## src/rtl/uart_pkg.sv

```systemverilog
// uart_pkg -- shared types and defaults for the FIFO-fed UART transmitter.
//   uart_state_e : transmitter FSM state encoding
//   DEF_CLK_FREQ : default clock frequency in Hz
//   DEF_BAUD     : default line rate in bit/s
// Optional feature macro: FIFO_UART_TX_PARITY_EN adds the PARITY state.
package uart_pkg;

   localparam int DEF_CLK_FREQ = 27000000;
   localparam int DEF_BAUD     = 115200;

`ifdef FIFO_UART_TX_PARITY_EN
   typedef enum logic [2:0] {
      IDLE   = 3'd0,
      FETCH  = 3'd1,
      START  = 3'd2,
      DATA   = 3'd3,
      PARITY = 3'd4,
      STOP   = 3'd5
   } uart_state_e;
`else
   typedef enum logic [2:0] {
      IDLE   = 3'd0,
      FETCH  = 3'd1,
      START  = 3'd2,
      DATA   = 3'd3,
      STOP   = 3'd5
   } uart_state_e;
`endif

   function automatic int clks_per_bit(input int clk_freq, input int baud);
      return clk_freq / baud;
   endfunction

endpackage

```

## src/rtl/uart_baud_gen.sv

```systemverilog
// uart_baud_gen -- bit-period counter for the UART transmitter.
//   clock    : system clock
//   rst_b    : asynchronous active-low reset
//   clear    : restart the period (counter to 0 on the next edge)
//   bit_done : high for the last clock of each bit period
module uart_baud_gen #(
   parameter int CLKS_PER_BIT = 234
) (
   input  logic clock,
   input  logic rst_b,
   input  logic clear,
   output logic bit_done
);

   localparam int               CNT_W    = (CLKS_PER_BIT > 1) ? $clog2(CLKS_PER_BIT) : 1;
   localparam logic [CNT_W-1:0] CNT_LAST = CNT_W'(CLKS_PER_BIT - 1);

   logic [CNT_W-1:0] cnt_q;
   logic [CNT_W-1:0] cnt_d;

   always_comb begin
      bit_done = (cnt_q == CNT_LAST);
      if (clear || bit_done) begin
         cnt_d = '0;
      end else begin
         cnt_d = cnt_q + 1'b1;
      end
   end

   always_ff @(posedge clock or negedge rst_b) begin
      if (!rst_b) begin
         cnt_q <= '0;
      end else begin
         cnt_q <= cnt_d;
      end
   end

endmodule

```

## src/rtl/fifo_uart_tx.sv

```systemverilog
// fifo_uart_tx -- UART transmitter that pops bytes from a show-ahead FIFO.
//   clock      : system clock, all state on rising edge
//   reset_n    : asynchronous active-low reset, release synchronised
//   fifo_empty : FIFO empty flag (connect to fifo empty)
//   fifo_data  : FIFO head word (connect to fifo data_out)
//   fifo_read  : one-cycle pop strobe (connect to fifo read_en)
//   tx         : serial line, idle high, 8 data bits LSB first
//   busy       : high from fetch until the end of the stop bit
// Optional feature macro: FIFO_UART_TX_PARITY_EN inserts an even parity bit
// (8E1); without it the frame is 8N1.
//
// state  | meaning
// IDLE   | line high, pop and latch a byte when the FIFO is not empty
// FETCH  | one-cycle gap after the pop, line high
// START  | start bit, line low
// DATA   | 8 data bits, LSB first
// PARITY | even parity bit (parity build only)
// STOP   | stop bit, line high
module fifo_uart_tx
   import uart_pkg::*;
#(
   parameter int CLK_FREQ = DEF_CLK_FREQ,
   parameter int BAUD     = DEF_BAUD
) (
   input  logic       clock,
   input  logic       reset_n,
   input  logic       fifo_empty,
   input  logic [7:0] fifo_data,
   output logic       fifo_read,
   output logic       tx,
   output logic       busy
);

   localparam int CLKS_PER_BIT = clks_per_bit(CLK_FREQ, BAUD);

   uart_state_e state_q, state_d;
   logic [7:0]  shift_q, shift_d;
   logic [2:0]  bit_idx_q, bit_idx_d;
   logic        rst_meta_q, run_q;
   logic        baud_clear;
   logic        bit_done;

   // Reset asserts asynchronously everywhere, but the FSM only starts acting
   // once run_q has passed through two flops after release.
   always_ff @(posedge clock or negedge reset_n) begin
      if (!reset_n) begin
         rst_meta_q <= 1'b0;
         run_q      <= 1'b0;
      end else begin
         rst_meta_q <= 1'b1;
         run_q      <= rst_meta_q;
      end
   end

   always_ff @(posedge clock or negedge reset_n) begin
      if (!reset_n) begin
         state_q   <= IDLE;
         shift_q   <= 8'h00;
         bit_idx_q <= 3'd0;
      end else begin
         state_q   <= state_d;
         shift_q   <= shift_d;
         bit_idx_q <= bit_idx_d;
      end
   end

   always_comb begin
      state_d   = state_q;
      shift_d   = shift_q;
      bit_idx_d = bit_idx_q;
      case (state_q)
         IDLE: begin
            if (run_q && !fifo_empty) begin
               shift_d = fifo_data;
               state_d = FETCH;
            end
         end
         FETCH: state_d = START;
         START: begin
            if (bit_done) state_d = DATA;
         end
         DATA: begin
            if (bit_done) begin
               bit_idx_d = bit_idx_q + 3'd1;
               if (bit_idx_q == 3'd7) begin
`ifdef FIFO_UART_TX_PARITY_EN
                  state_d = PARITY;
`else
                  state_d = STOP;
`endif
               end
            end
         end
`ifdef FIFO_UART_TX_PARITY_EN
         PARITY: begin
            if (bit_done) state_d = STOP;
         end
`endif
         STOP: begin
            if (bit_done) state_d = IDLE;
         end
         default: state_d = IDLE;
      endcase
   end

   // Every state change restarts the bit period; IDLE holds the counter at 0.
   assign baud_clear = (state_d != state_q) || (state_q == IDLE);

   uart_baud_gen #(
      .CLKS_PER_BIT (CLKS_PER_BIT)
   ) u_baud_gen (
      .clock    (clock),
      .rst_b    (reset_n),
      .clear    (baud_clear),
      .bit_done (bit_done)
   );

   always_comb begin
      tx        = 1'b1;
      fifo_read = 1'b0;
      busy      = (state_q != IDLE);
      case (state_q)
         IDLE:   fifo_read = run_q && !fifo_empty;
         START:  tx = 1'b0;
         DATA:   tx = shift_q[bit_idx_q];
`ifdef FIFO_UART_TX_PARITY_EN
         PARITY: tx = ^shift_q;
`endif
         default: tx = 1'b1;
      endcase
   end

endmodule
```

## config.mk

```make
export PLATFORM = sky130hd
export DESIGN_NAME = fifo_uart_tx
export DESIGN_NICKNAME = d
export VERILOG_FILES = /design/src/rtl/uart_pkg.sv /design/src/rtl/uart_baud_gen.sv /design/src/rtl/fifo_uart_tx.sv
export SDC_FILE = /design/constraint.sdc
export NUM_CORES = 1
export LEC_CHECK = 0
export ABC_AREA = 1
export BUFFER_PORTS_ARGS = -buffer_cell sky130_fd_sc_hd__buf_4
export CAP_MARGIN = 10
export CELL_PAD_IN_SITES_DETAIL_PLACEMENT = 1
export CELL_PAD_IN_SITES_GLOBAL_PLACEMENT = 2
export CORE_MARGIN = 10
export CORE_UTILIZATION = 34
export DETAILED_ROUTE_END_ITERATION = 16
export GPL_ROUTABILITY_DRIVEN = 0
export PLACE_DENSITY = 0.75
export SYNTH_ARGS = -nofsm -noshare
export SYNTH_HDL_FRONTEND = slang
export SYNTH_SLANG_ARGS = --single-unit
```

## constraint.sdc

```tcl
create_clock -name clock -period 1.96 [get_ports clock]
set_clock_uncertainty 0.15 [all_clocks]
set_input_delay 0.588 -clock clock [delete_from_list [all_inputs] [get_ports clock]]
set_output_delay 0.588 -clock clock [all_outputs]
set_load 0.005 [all_outputs]
```

==> flow_summary_export.csv <==
group,metric,value,unit
cells_and_area,syn2layout_area_growth,20.28,%
timing,period_needed,2163,ps
global_route,grt_usage,8.949,%
routing,drt-initial-drc-count,53,
routing,met1Wirelength,1168,um
clock_network,cts_tree,"yes",
cells_and_area,drive_gt1_share,23.23,%
timing,hold_violations,0,
clock_network,cts_max_level,1,
synth,yosysWarnings,0,
timing,fmax,0.4624,GHz
floorplanning,core,3337,um2
routing,drt-total-wl,2515,um
clock_network,path_clk_slew,140,ps
setup_path,path_max_fanout,6,
clock_network,ctsRootBufferMaster,"clkbuf_4",
floorplanning,std_cell_rows,21,
setup_path,path_cells,"o21ai_1, o22ai_1, nand2_1, nand2_1, nand2_1, nand2_1, buf_4",
synth,ys_types,23,
floorplanning,chipHeight,78.72,um
timing,whs,223.4,ps
setup_path,worstSetupEndpointType,"output pin",
floorplanning,die_area,6197,um2
routing,wl_met3,114,um
hold_path,hold_class,"reg -> reg",
routing,first_pass_iters,2,
power_and_ir_drop,combPwrFrac,3.1,%
routing,final_antenna_net_count,0,
routing,num_vias,905,
routing,vias_per_cell,4.502,
timing,rsz0062_at_grt,"yes",
global_route,grt_max_degree,25,
flow_run,max-cap-violations,0,
power_and_ir_drop,power.net_switching,0.1650,mW
power_and_ir_drop,power,0.8831,mW
timing,fin_ws,-202.5,ps
timing,setup_viol,2,
place,io_buffer_count,13,
setup_path,arrival,1420,ps
global_route,grt_pass1_wl,4505,um
floorplanning,io_pins,14,
power_and_ir_drop,pwr-share-clk,40.6,%
clock_network,cts.sink_count,24,
setup_path,start_kind,"flop",
power_and_ir_drop,power_leakage,0.6969,nW
synth,synth_seq_cells,24,
power_and_ir_drop,powerDensity,626.3,nW/um2
timing,finalCritPeriodShare,110.3,%
cells_and_area,fin_nets,171,
clock_network,clockBufferDepth,2,
setup_path,critical_path.top_delay_family,"flip-flops",
floorplanning,start_util,35.13,%
setup_path,crit_buf_inv,1,
synth,syn_area_per_cell,8.684,um2
floorplanning,die_x,78.72,um
clock_network,clock_latency,320,ps
cells_and_area,finalNonFillerCells,201,
global_route,grt_overflow,0,
cells_and_area,fillers,418,
synth,yosysSeqAreaShare,51.23,%
routing,route.met2.wl,1168,um
setup_path,crit_required,1220,ps
routing,topRoutingLayerUsed,"met4",
place,post-place-cells,194,
outcome,violations,"setup timing",
power_and_ir_drop,switching_share,18.69,%
place,detailedPlace.worstSlack,79.66,ps
routing,wl_per_cell,12.51,um
global_route,antenna_found_initial,0,
clock_network,cts-buffers-inserted,3,
power_and_ir_drop,internal_power,0.7181,mW
cells_and_area,utilization,42.26,%
timing,report.final.slew_viol_count,0,
synth,synth_nets,150,
setup_path,cpMaxStageDelayCell,"dfrtp_2",
setup_path,critPathMaxStageDelay,480,ps
setup_path,cp_common_cell,"nand2_1",
cells_and_area,diodes,0,
power_and_ir_drop,vdd_drop_max,0.2662,mV
outcome,status,"finished, violations left",
global_route,grt_pass1_vias,994,
synth,syn_area,1172,um2
setup_path,criticalPathCategory,"reg -> out",
power_and_ir_drop,pwr-share-seq,56.4,%
routing,drc,0,
synth,synthCells,135,
place,dp_hpwl,1940,um
## final timing paths
| path | from | endpoint | slack (ps) | depth (start not counted) |
|---|---|---|---|---|
| max | bit_idx_q[0] | tx | -200 | 7 |
| min | rst_meta_q | run_q | 220 | 0 |
| max reg2reg | state_q[1] | u_baud_gen.cnt_q[7] | 330 | 8 |
| min reg2reg | rst_meta_q | run_q | 220 | 0 |
| max in group asynchronous | reset_n | state_q[2] | 850 | 2 |
| min in group asynchronous | reset_n | shift_q[3] | 540 | 2 |
## repair_timing
item,in CTS,in global routing
endpoints found under the hold margin,14,0
pin swaps,1,0
setup endpoints to repair,3,3
hold buffers,1,0
resized for setup,4,3
buffers inserted,2,0
## cell usage in the layout (no fill, tap or decap), drive strengths merged, types with 2 or more instances in the layout
cell and instances:
a21oi 5, nand4 2, o22ai 2, ha 4, dfrtp 24, nand3 6
nor2 25, o21ai 4, nand2 41, xnor2 3, buf 16, xor2 4
clkbuf 3, inv 11
## stage by stage
| stage | setup TNS, ps | cell area, um2 |
|---|---|---|
| after floorplan | 0 | 1172 |
| after global placement | 0 | 1328 |
| after detailed placement | 0 | 1328 |
| after CTS | -313.2 | 1406 |
| after global routing | -539.2 | 1410 |
| final | -233.7 | 1410 |
## power groups by stage
stage          clock network (mW)  logic, mW  registers [mW]
2_1_floorplan                   0    0.00115           0.507
3_3_place_gp                    0     0.0263           0.507
3_5_place_dp                    0     0.0267           0.507
4_1_cts                     0.377     0.0283           0.498
5_1_grt                     0.399     0.0312           0.498
6_report                    0.358     0.0271           0.498
## registers in the layout, indices dropped and copies added, names as in the netlist
register          cells
bit_idx_q             3
rst_meta_q            1
run_q                 1
shift_q               8
state_q               3
u_baud_gen.cnt_q      8
## worst reg2reg max path, stage by stage (launching register included)
cell	delay, ps
dfrtp_1	420
inv_1	180
nand2_2	120
nor2_2	110
buf_4	190
nor2_2	70
nand4_2	100
nand3_4	120
nor2_1	120
## logic make-up (layout without fill, tap and decap cells)
logic type                 after synthesis  after routing  share of synthesized area [%]
and+or+nand+nor                         76             76                          29.56
DFF                                     24             24                          51.23
buffers and inverters                   12             32                          4.162
AOI/OAI and AO/OA                       11             11                          5.230
xor gates and xnor gates                 7              7                          5.230
adders and majority gates                4              4                          4.269
other                                    1              1                         0.3199
## area by class of cell
| type | count | area [um2] | area share [%] |
|---|---|---|---|
| clock inverters | 1 | 30.03 | 2.130 |
| well taps | 46 | 57.56 | 4.082 |
| inverters | 11 | 43.79 | 3.106 |
| flip-flops and latches | 24 | 603.1 | 42.77 |
| clock buffers | 3 | 22.52 | 1.597 |
| repair buffers | 17 | 130.1 | 9.228 |
| multi-input cells | 99 | 523.0 | 37.09 |
## metal layers
| metal | GRT usage [%] | up-vias |
|---|---|---|
| met5 | 0 | - |
| met4 | 4.301 | 0 |
| met3 | 2.815 | 6 |
| met2 | 14.56 | 12 |
| met1 | 10.48 | 424 |
| li1 | - | 463 |
## cells in the mapped netlist
cell type,number,area (um2)
nand2_1,39,146.4
dfrtp_1,24,600.6
nor2_1,19,71.32
inv_1,10,37.54
nor2_2,6,37.54
a21oi_1,4,20.02
ha_1,4,50.05
nand3_1,4,20.02
o21ai_0,4,20.02
xor2_1,4,35.03
xnor2_1,3,26.28
nand2_2,2,12.51
o22ai_1,2,12.51
a21oi_2,1,8.760
buf_4,1,7.510
conb_1,1,3.750
inv_2,1,3.750
nand3_2,1,10.01
nand3_4,1,17.52
nand3b_1,1,7.510
nand4_1,1,6.260
nand4_2,1,12.51
nor3_1,1,5.000
No activity file was read; power rests on OpenSTA's default activity.
